`src/rtl/core_defs_pkg.sv`:
```
// rtl/core_defs_pkg.sv - shared core constants: widths, reset values, fetch states, opcodes
package core_defs_pkg;

    localparam int          CORE_XLEN      = 32;
    localparam logic [31:0] CORE_RESET_PC  = 32'h0000_0000;
    localparam logic [31:0] CORE_NOP_INSTR = 32'h0000_0013;

    localparam logic [1:0] ST_IDLE  = 2'b00;
    localparam logic [1:0] ST_FETCH = 2'b01;
    localparam logic [1:0] ST_HOLD  = 2'b10;
    localparam logic [1:0] ST_HALT  = 2'b11;

    typedef enum logic [1:0] {
        IDLE  = ST_IDLE,
        FETCH = ST_FETCH,
        HOLD  = ST_HOLD,
        HALT  = ST_HALT
    } fetch_state_t;

    // Decoder opcode classes, instr[6:2]; instr[1:0] is always 2'b11 for RV32I.
    localparam logic [4:0] OP_LW  = 5'b00000;
    localparam logic [4:0] OP_I   = 5'b00100;
    localparam logic [4:0] OP_S   = 5'b01000;
    localparam logic [4:0] OP_R   = 5'b01100;
    localparam logic [4:0] OP_B   = 5'b11000;
    localparam logic [4:0] OP_JAL = 5'b11011;

    function automatic logic [6:0] opcode7(input logic [4:0] op);
        return {op, 2'b11};
    endfunction

endpackage

```
`src/rtl/next_pc_gen.sv`:
```
// rtl/next_pc_gen.sv - combinational next-PC select with word-alignment check
module next_pc_gen #(
    parameter int XLEN = 32
) (
    input  logic [XLEN-1:0] pc,
    input  logic [XLEN-1:0] imm_ext,
    input  logic            PC_src,
    output logic [XLEN-1:0] next,
    output logic            misaligned
);

    // Modulo-2^XLEN add; overflow wraps silently.
    assign next       = pc + (PC_src ? imm_ext : XLEN'(4));
    assign misaligned = |next[1:0];

endmodule

```
`src/rtl/fetch_unit.sv`:
```
// rtl/fetch_unit.sv - RV32I fetch stage: PC register, imem req/ack, instruction hold for decode
module fetch_unit
    import core_defs_pkg::*;
#(
    parameter int          XLEN      = CORE_XLEN,
    parameter logic [31:0] RESET_PC  = CORE_RESET_PC,
    parameter int          IMEM_AW   = 10,
    parameter logic [31:0] NOP_INSTR = CORE_NOP_INSTR
) (
    input  logic               clk,
    input  logic               rst,
    input  logic               PC_src,
    input  logic [XLEN-1:0]    imm_ext,
    input  logic               retire,
    output logic               imem_req,
    output logic [IMEM_AW-1:0] imem_addr,
    input  logic [31:0]        imem_rdata,
    input  logic               imem_ack,
    output logic [31:0]        instr,
    output logic               instr_valid,
    output logic [XLEN-1:0]    pc_out,
    output logic [XLEN-1:0]    pc_plus4,
    output logic               misalign,
    output logic [31:0]        retired_count
);

    fetch_state_t    state;
    logic [XLEN-1:0] pc;
    logic [XLEN-1:0] next_pc;
    logic            next_misaligned;

    next_pc_gen #(.XLEN(XLEN)) u_next_pc_gen (
        .pc         (pc),
        .imm_ext    (imm_ext),
        .PC_src     (PC_src),
        .next       (next_pc),
        .misaligned (next_misaligned)
    );

    assign imem_addr = pc[IMEM_AW+1:2];
    assign pc_out    = pc;
    assign pc_plus4  = pc + XLEN'(4);

    // imem_req / instr_valid are registered alongside state so they never depend on inputs.
    always_ff @(posedge clk) begin
        if (rst) begin
            state         <= IDLE;
            pc            <= XLEN'(RESET_PC);
            instr         <= NOP_INSTR;
            instr_valid   <= 1'b0;
            imem_req      <= 1'b0;
            misalign      <= 1'b0;
            retired_count <= 32'd0;
        end else begin
            case (state)
                IDLE: begin
                    state    <= FETCH;
                    imem_req <= 1'b1;
                end
                FETCH: begin
                    if (imem_ack) begin
                        instr       <= imem_rdata;
                        imem_req    <= 1'b0;
                        instr_valid <= 1'b1;
                        state       <= HOLD;
                    end
                end
                HOLD: begin
                    if (retire) begin
                        instr_valid <= 1'b0;
                        if (next_misaligned) begin
                            misalign <= 1'b1;
                            state    <= HALT;
                        end else begin
                            pc            <= next_pc;
                            retired_count <= retired_count + 32'd1;
                            imem_req      <= 1'b1;
                            state         <= FETCH;
                        end
                    end
                end
                HALT: begin
                    state <= HALT;
                end
                default: begin
                    state <= HALT;
                end
            endcase
        end
    end

endmodule

```
`config.mk`:
```
export PLATFORM = sky130hd
export DESIGN_NAME = fetch_unit
export DESIGN_NICKNAME = d
export VERILOG_FILES = /design/src/rtl/core_defs_pkg.sv /design/src/rtl/next_pc_gen.sv /design/src/rtl/fetch_unit.sv
export SDC_FILE = /design/constraint.sdc
export NUM_CORES = 1
export LEC_CHECK = 0
export ABC_AREA = 1
export BUFFER_PORTS_ARGS = -buffer_cell sky130_fd_sc_hd__buf_2
export CAP_MARGIN = 20
export CORE_ASPECT_RATIO = 1.25
export CORE_MARGIN = 2
export CORE_UTILIZATION = 41
export DETAILED_ROUTE_END_ITERATION = 10
export PLACE_DENSITY = 0.63
export SLEW_MARGIN = 20
export SYNTH_ARGS = -nofsm -noshare
export SYNTH_HDL_FRONTEND = slang
export SYNTH_SLANG_ARGS = --single-unit
```
`constraint.sdc`:
```
create_clock -name clk -period 3.4 [get_ports clk]
set_input_delay 0.34 -clock clk [delete_from_list [all_inputs] [get_ports clk]]
set_output_delay 0.34 -clock clk [all_outputs]
set_load 0.1 [all_outputs]
```
==> Yosys cells after proc, flatten, opt, wreduce, memory -nomap -nowiden <==
Cells that the tools add are included.
{ "totals": {"regBits": 101} }
{ "op_classes": {"muxes": 12, "reduce_logical": 10, "bitwise": 1, "add_sub_neg": 3, "n_eq_ne": 6} }
{ "ops": {"columns": ["cell", "count"], "rows": [
  ["32-bit by 1-bit adder with 32-bit output, second input constant", 1],
  ["32-bit by 3-bit adder with 32-bit output, second input constant", 1],
  ["32-bit adder", 1],
  ["32-bit 2-to-1 mux", 1],
  ["3-bit AND reduction", 3],
  ["2-bit one-hot mux with 4 select lines", 1],
  ["2-bit 2-to-1 mux", 3],
  ["2-bit != test, second input constant", 3],
  ["1-bit 2-to-1 mux", 5],
  ["2-bit == test, second input constant", 2],
  ["2-bit AND reduction", 2],
  ["4-bit AND reduction", 1],
  ["1-bit one-hot mux with 3 select lines", 1],
  ["3-bit nonzero test", 1],
  ["2-bit by 1-bit == test with 1-bit output, second input constant", 1],
  ["2-bit zero test", 1],
  ["1-bit one-hot mux with 2 select lines", 1],
  ["2-bit nonzero test", 1],
  ["2-bit OR reduction", 1],
  ["1-bit NOT", 1]
]} }

==> Depth between registers and ports, before layout <==
Gate-level depths: netlist of run 1.
{ "logic_depth": {"ltp_word": 6, "ltp_mapped": 17, "mapped_depth_nobuf": 16} }

==> Modules after synthesis <==
Synthesis of run 1 repeated with hierarchy kept, for this count alone.
{ "unflattened": {"hier_cells": 1287, "hier_area_um2": 7626.1} }
{ "by_module_without_submodules": {"columns": ["mod", "cells_each", "area_each_um2", "n_inst", "seq_area_each_um2"], "rows": [
  ["fetch_unit", 728, 4959.8, 1, 2021.9],
  ["next_pc_gen", 559, 2666.3, 1, 0.0]
]} }

==> Least setup slack after synthesis of run 1 <==
No wires, ideal clock.
{ "synth_path": {"kind": "register to output", "from": "register pc[2], in the netlist pc_out[2]", "to": "output pc_plus4[28]", "path_buffers": 0, "required_time_ns": 3.060, "path_slack_ns": -0.673, "arrival_ns": 3.733, "path_stages_with_launch": 11, "cell_sequence": "dfxtp_1 -> ha_1 -> nand2_1 -> nor3_4 -> nand2_2 -> nor2_4 -> nand2_2 -> nor2_4 -> nand2_4 -> nor2_2 -> xor2_1"} }
{ "synth_between": {"elab_chain_len": 1} }
{ "synth_lines": {"columns": ["element", "line", "text"], "rows": [
  ["from (decl)", "fetch_unit.sv:28", "logic [XLEN-1:0] pc;"],
  ["from (signal assigned)", "fetch_unit.sv:48", "pc <= XLEN'(RESET_PC);"],
  ["from (signal assigned)", "fetch_unit.sv:75", "pc <= next_pc;"],
  ["32-bit by 3-bit adder with 32-bit output", "fetch_unit.sv:42", "assign pc_plus4 = pc + XLEN'(4);"],
  ["to (decl)", "fetch_unit.sv:22", "output logic [XLEN-1:0] pc_plus4,"]
]} }
Every way passes these cells.

==> Worst setup path in the final report of run 1 <==
{ "layout_path": {"from": "register pc[6], in the netlist pc_out[6]", "to": "output pc_plus4[17]"} }
Same word-level chain as after synthesis.

==> results.sh, run 1 <==
export IMPL_clockBufferDepth=2
export IMPL_drt_iter0_markers=417
export IMPL_postSynthAreaPerCell_sq_um=5.929
export IMPL_vdd_ir_drop_worst_mv=0.2430
export IMPL_core_sq_um=18100
export IMPL_globalRouteOverflowTotal=0
export IMPL_die_y_microns=155.8
export IMPL_rsz0062_at_grt="false"
export IMPL_r2r_slack_ns=0.83
export IMPL_start_kind="register"
export IMPL_syn_area_sq_um=7560
export IMPL_cts_sinks=101
export IMPL_vias_per_cell=4.766
export IMPL_clock_latency_ns=0.35
export IMPL_placed_cells=1679
export IMPL_setup_violations=0
export IMPL_h_tree_depth=3
export IMPL_dr_pass1_iters=5
export IMPL_grt_pass1_wl_microns=36890
export IMPL_fin_cells=1695
export IMPL_io_buffer_count=209
export IMPL_max_slew_worst_pin_slew_ns=0.9693
export IMPL_ys_seq_area_frac=0.2675
export IMPL_cap_viol_max_count=0
export IMPL_insertedDiodeCount=0
export IMPL_drtAntennaViolNets=0
export IMPL_post_drt_wl_per_cell_microns=13.34
export IMPL_min_path_type="in2reg"
export IMPL_power_total_uw=3037
export IMPL_path_clk_slew_ns=0.08
export IMPL_grt_pass1_vias=7703
export IMPL_worst_path_max_fanout=6
export IMPL_fp_row_count=55
export IMPL_globalplace_congestion=0.9059
export IMPL_synth_nets=1379
export IMPL_synth_warning_count=0
export IMPL_drive_gt1_frac=0.1888
export IMPL_cts_root_buf="clkbuf_16"
export IMPL_die_width_microns=125.5
export IMPL_timing_fmax_mhz=315.7
export IMPL_period_needed_ns=3.168
export IMPL_cp_arrival_ns=2.83
export IMPL_p_leak_uw=0.005214
export IMPL_pwr_density_cell_nw_per_um2=328.0
export IMPL_ios=210
export IMPL_cts_hold_buf=0
export IMPL_grt_max_degree=83
export IMPL_finClkSkew_ns=0.009649
export IMPL_relSlewSlack=0.3531
export IMPL_hold_violations=0
export IMPL_fin_nets=1566
export IMPL_cts_tree="yes"
export IMPL_start_util=0.4177
export IMPL_drc=0
export IMPL_area_growth_pct=22.49
export IMPL_fin_util=0.5116
export IMPL_dpl_instance_area_sq_um=8949
export IMPL_dieArea_sq_um=19550
export IMPL_synth_seq_cells=101
export IMPL_crit_type="reg2out"
export IMPL_antenna_found_initial=0
export IMPL_cp_end_kind="primary output"
export IMPL_synth_cell_type_count=36
export IMPL_wl_microns=22610
export IMPL_cp_required_ns=3.06
export IMPL_hpwl_microns=17860
export IMPL_synth_cells=1275
export IMPL_gr_usage_all_layers=0.2298
export IMPL_fin_crit_sh=0.9317
export IMPL_status="finished clean"
export IMPL_cts_buffers=9
export IMPL_fin_area_sq_um=9260
export IMPL_drv_slew=0
export IMPL_vias=8078
## cells in the mapped netlist, drive strengths merged
cell type / count / area share
nand4: 12 / 0.0099
o21ai: 27 / 0.018
nor2: 124 / 0.067
ha: 34 / 0.056
clkbuf: 19 / 0.0094
o21bai: 1 / 0.00099
nor3: 31 / 0.027
nand3: 59 / 0.040
and3: 2 / 0.0017
xor2: 51 / 0.059
nor4: 1 / 0.00083
xnor2: 4 / 0.0046
buf: 20 / 0.016
a21o: 1 / 0.00099
a21oi: 91 / 0.060
nand3b: 4 / 0.0056
dfxtp: 101 / 0.27
a211oi: 2 / 0.0020
nand2: 443 / 0.22
inv: 237 / 0.12
o21a: 2 / 0.0020
nor3b: 1 / 0.0017
a31oi: 4 / 0.0033
and2: 3 / 0.0025
fa: 1 / 0.0026
## final timing paths
kind	startpoint	endpoint	cells after the start
max reg2reg	pc_out[0]	retired_count[4]	9
max	pc_out[6]	pc_plus4[17]	9
min	imem_rdata[1]	instr[1]	3
min reg2reg	instr[9]	instr[9]	2
## logic make-up (layout without fill, tap and decap cells)
| logic type | after synthesis | in the layout | share of synthesized area |
|---|---|---|---|
| simple gates | 680 | 680 | 0.3795 |
| buf+inv | 276 | 468 | 0.1430 |
| compound gates | 128 | 128 | 0.08739 |
| flops | 101 | 101 | 0.2675 |
| xor+xnor | 55 | 55 | 0.06372 |
| fa+ha+maj | 35 | 35 | 0.05892 |
## layer usage
layer,up-vias,global-route usage,wire length [microns]
met5,-,0,0
met4,0,0.08413,668
met3,36,0.03909,1134
met2,217,0.4139,11190
met1,3584,0.2737,9615
li1,4241,-,-
## sequential cells by signal, summed over array words and instances (netlist names)
register / cells
instr_valid: 1
retired_count: 32
instr: 32
pc_out: 32
imem_req: 1
misalign: 1
state: 2
## stage by stage
| stage | TNS (ns) | worst slack (ns) | hold WS, ns |
|---|---|---|---|
| after floorplan | -0.6936 | -0.2455 | 0.4532 |
| after global placement | 0 | 0.5243 | 0.4475 |
| after detailed placement | 0 | 0.4731 | 0.4498 |
| after CTS | 0 | 0.08086 | 0.1784 |
| after global routing | 0 | 0.02744 | 0.2043 |
| final | 0 | 0.2324 | 0.1897 |
## layout make-up
type	count	area [sq um]
Fill cell	2004	8838
Timing Repair Buffer	215	1109
Sequential cell	101	2022
Tap cell	228	285.3
Clock inverter	6	67.56
Clock buffer	10	239.0
Multi-Input combinational cell	898	4648
Inverter	237	889.6
## power by group
part	switching (uW)	total [uW]	internal, uW
logic	568	720	151
clock network	528	1070	539
registers	32.6	1250	1220
## layout by cell type, fill, tap and decap left out, types with 2 or more instances in the layout
cell type    n
a211oi_1     2
a21oi_1     91
a31oi_1      4
and2_1       3
and3_1       2
buf_2      207
buf_4        6
clkbuf_16    9
clkinv_4     2
clkinv_8     2
dfxtp_1    101
ha_1        34
inv_1      236
inv_6        2
nand2_1    437
nand2_2      5
nand3_1     57
nand3_2      2
nand3b_1     3
nand4_1     12
nor2_1     116
nor2_2       5
nor2_4       2
nor3_1      25
nor3_2       3
nor3_4       3
o21a_1       2
o21ai_0     27
xnor2_1      4
xor2_1      30
xor2_2      18
xor2_4       3
## worst max-delay path, cell delays in order (launching register included)
cell and delay, ns:
dfxtp_1 0.49, nand2_2 0.17, nor3_4 0.35, nand2_2 0.14, nor3_4 0.34, buf_4 0.21
inv_1 0.04, nor2_1 0.15, xor2_2 0.14, buf_2 0.43
## repair_timing
item                                    CTS  global route
endpoints found under the setup margin    0             2
setup buffers                             0             0
gates resized for setup                   0             3
Note: power is estimated with default switching activity, not from simulation.
==> inputs of run 2 (changes only) <==
--- a/config.mk
+++ b/config.mk
@@ -6,6 +6,7 @@
 export NUM_CORES = 1
 export LEC_CHECK = 0
 export ABC_AREA = 1
+export ABC_CLOCK_PERIOD_IN_PS = 3400
 export BUFFER_PORTS_ARGS = -buffer_cell sky130_fd_sc_hd__buf_2
 export CAP_MARGIN = 20
 export CORE_ASPECT_RATIO = 1.25
@@ -16,4 +17,5 @@
 export SLEW_MARGIN = 20
 export SYNTH_ARGS = -nofsm -noshare
 export SYNTH_HDL_FRONTEND = slang
+export SYNTH_HIERARCHICAL = 1
 export SYNTH_SLANG_ARGS = --single-unit
==> results.sh, run 2 <==
export IMPL_status="finished clean"
export IMPL_cts_buffers=9
export IMPL_cts_root_buf="clkbuf_16"
export IMPL_grt_max_degree=48
export IMPL_globalplace_congestion=0.9321
export IMPL_p_comb_frac=0.247
export IMPL_cap_viol_max_count=0
export IMPL_seq_power_share=0.403
export IMPL_cts_sinks=101
export IMPL_period_needed_ns=2.921
export IMPL_placed_cells=1693
export IMPL_vias_per_cell=4.785
export IMPL_fin_nets=1580
export IMPL_layout_common_cells="nand2_1 (429), buf_2 (209), inv_1 (205), nor2_1 (162), dfxtp_1 (101)"
export IMPL_core_sq_um=18170
export IMPL_start_kind="register"
export IMPL_worst_slack_ns=0.4785
export IMPL_power_total_uw=3116
export IMPL_synth_top_family_by_area="simple AND/OR/NAND/NOR gates"
export IMPL_synth_cells=1287
export IMPL_cp_required_ns=3.06
export IMPL_synth_edf_count=0
export IMPL_synthMuxAreaShare=0
export IMPL_post_cts_setup_buffers=0
export IMPL_synth_top_area_share=0.2651
export IMPL_hpwl_microns=18640
export IMPL_vdd_ir_drop_worst_mv=0.2185
export IMPL_post_drt_wl_per_cell_microns=13.73
export IMPL_area_growth_pct=20.94
export IMPL_ys_seq_area_frac=0.2651
export IMPL_synthSimpleGateAreaFrac=0.4108
export IMPL_cts_resized=0
export IMPL_h_tree_depth=3
export IMPL_synth_nets=1391
export IMPL_hold_violations=0
export IMPL_synth_cell_type_count=36
export IMPL_drive_gt1_frac=0.2127
export IMPL_die_width_microns=126.0
export IMPL_insertedDiodeCount=0
export IMPL_p_clk_frac=0.349
export IMPL_fin_crit_sh=0.8593
export IMPL_grt_pass1_vias=7862
export IMPL_final_common_cell="nand2_1"
export IMPL_worst_path_max_fanout=7
export IMPL_yosys_top_cells_count="nand2_1 (429), inv_1 (205), nor2_1 (162), dfxtp_1 (101), a21oi_1 (69)"
export IMPL_die_y_microns=156.5
export IMPL_synth_fa_ha_area_frac=0.05841
export IMPL_dr_pass1_iters=4
export IMPL_start_util=0.4198
export IMPL_clockBufferDepth=2
export IMPL_drt_iter0_markers=368
export IMPL_crit_type="reg2out"
export IMPL_gr_usage_all_layers=0.2348
export IMPL_fin_cells=1709
export IMPL_cp_arrival_ns=2.58
export IMPL_relSlewSlack=0.3944
export IMPL_io_buffer_count=209
export IMPL_ios=210
export IMPL_max_slew_worst_pin_slew_ns=0.9074
export IMPL_ys_flop_type="dfxtp_1"
export IMPL_wl_microns=23460
export IMPL_path_clk_slew_ns=0.07
export IMPL_detailedPlace_worstSlack_ns=0.3668
export IMPL_pwr_density_cell_nw_per_um2=337.9
export IMPL_cts_hold_buf=0
export IMPL_hold_depth=3
export IMPL_drc=0
export IMPL_cts_tree="yes"
export IMPL_syn_area_sq_um=7626
export IMPL_rsz0062_at_grt="false"
export IMPL_finClkSkew_ns=0.008774
export IMPL_sw_frac_of_total=0.3711
export IMPL_synthXorXnorAreaFrac=0.04709
export IMPL_p_leak_uw=0.005318
export IMPL_r2r_cells=10
export IMPL_cp_end_kind="primary output"
export IMPL_drtAntennaViolNets=0
export IMPL_fp_row_count=55
export IMPL_yosys_cell_count_top_type="nand2_1"
export IMPL_yosysTopAreaCell="dfxtp_1"
export IMPL_dieArea_sq_um=19710
export IMPL_synth_compound_area_frac=0.08482
export IMPL_min_path_type="in2reg"
export IMPL_timing_fmax_mhz=342.3
export IMPL_synth_seq_cells=101
export IMPL_drv_slew=0
export IMPL_switchingPower_uw=1157
export IMPL_postSynthAreaPerCell_sq_um=5.925
export IMPL_synth_area_top_cells="dfxtp_1 (27%), nand2_1 (21%), inv_1 (10%)"
export IMPL_setup_violations=0
export IMPL_vias=8177
export IMPL_grt_pass1_wl_microns=37620
export IMPL_antenna_found_initial=0
export IMPL_globalRouteOverflowTotal=0
export IMPL_clock_latency_ns=0.36
export IMPL_timing_setup_tns_ns=0
export IMPL_async_flop_share=0
export IMPL_synth_warning_count=6
export IMPL_intPower_uw=1960
[run 2: logic make-up after synthesis]
| logic type | Yosys count |
|---|---|
| and+or+nand+nor | 732 |
| xor gates and xnor gates | 41 |
| AOI/OAI and AO/OA | 125 |
| adders and majority gates | 35 |
| DFF | 101 |
| buffers and inverters | 253 |
[run 2: path summary, 6_finish.rpt]
check                startpoint          endpoint  slack, ns
hold / removal    imem_rdata[4]          instr[4]       0.18
setup / recovery      pc_out[2]      pc_plus4[29]       0.48
setup reg to reg      pc_out[0]  retired_count[5]       0.59
hold reg to reg        instr[2]          instr[2]       0.46
[run 2: final cells by class]
class / count / area [sq um]
flip-flops and latches: 101 / 2022
repair buffers: 218 / 1114
inverters: 213 / 799.5
well taps: 228 / 285.3
clock inverters: 7 / 72.57
multi-input cells: 933 / 4705
clock buffers: 9 / 225.2
fillers: 1994 / 8945
[run 2: power groups by stage]
stage	Clock (uW)	Sequential, uW	Combinational (uW)
6_report	1090	1260	771
5_1_grt	1140	1260	827
4_1_cts	1120	1260	775
3_5_place_dp	0	1280	774
3_3_place_gp	0	1280	772
2_1_floorplan	0	1540	359
[run 2: per-layer routing]
layer | vias to the layer above | track usage | wire length, microns
met1 | 3654 | 0.2789 | 10040
met5 | - | 0 | 0
met4 | 0 | 0.09001 | 600
met2 | 206 | 0.4206 | 11490
li1 | 4283 | - | -
met3 | 34 | 0.04103 | 1328
[run 2: worst max-delay path, stage by stage (launching register included)]
cell,delay [ns]
dfxtp_1,0.49
nand3_1,0.18
nor2_2,0.21
nand2_1,0.18
nor2_1,0.38
nand2_1,0.19
xnor2_2,0.15
buf_2,0.44
[run 2: per-stage QoR]
| stage | area, sq um | hold WS [ns] | util |
|---|---|---|---|
| finish | 9223 | 0.1829 | 0.5076 |
| global route | 9223 | 0.2043 | 0.5076 |
| CTS | 9223 | 0.1718 | 0.5076 |
| detailed placement | 8925 | 0.4530 | 0.4913 |
| global placement | 8925 | 0.4452 | 0.4913 |
| floorplan | 7746 | 0.4235 | - |
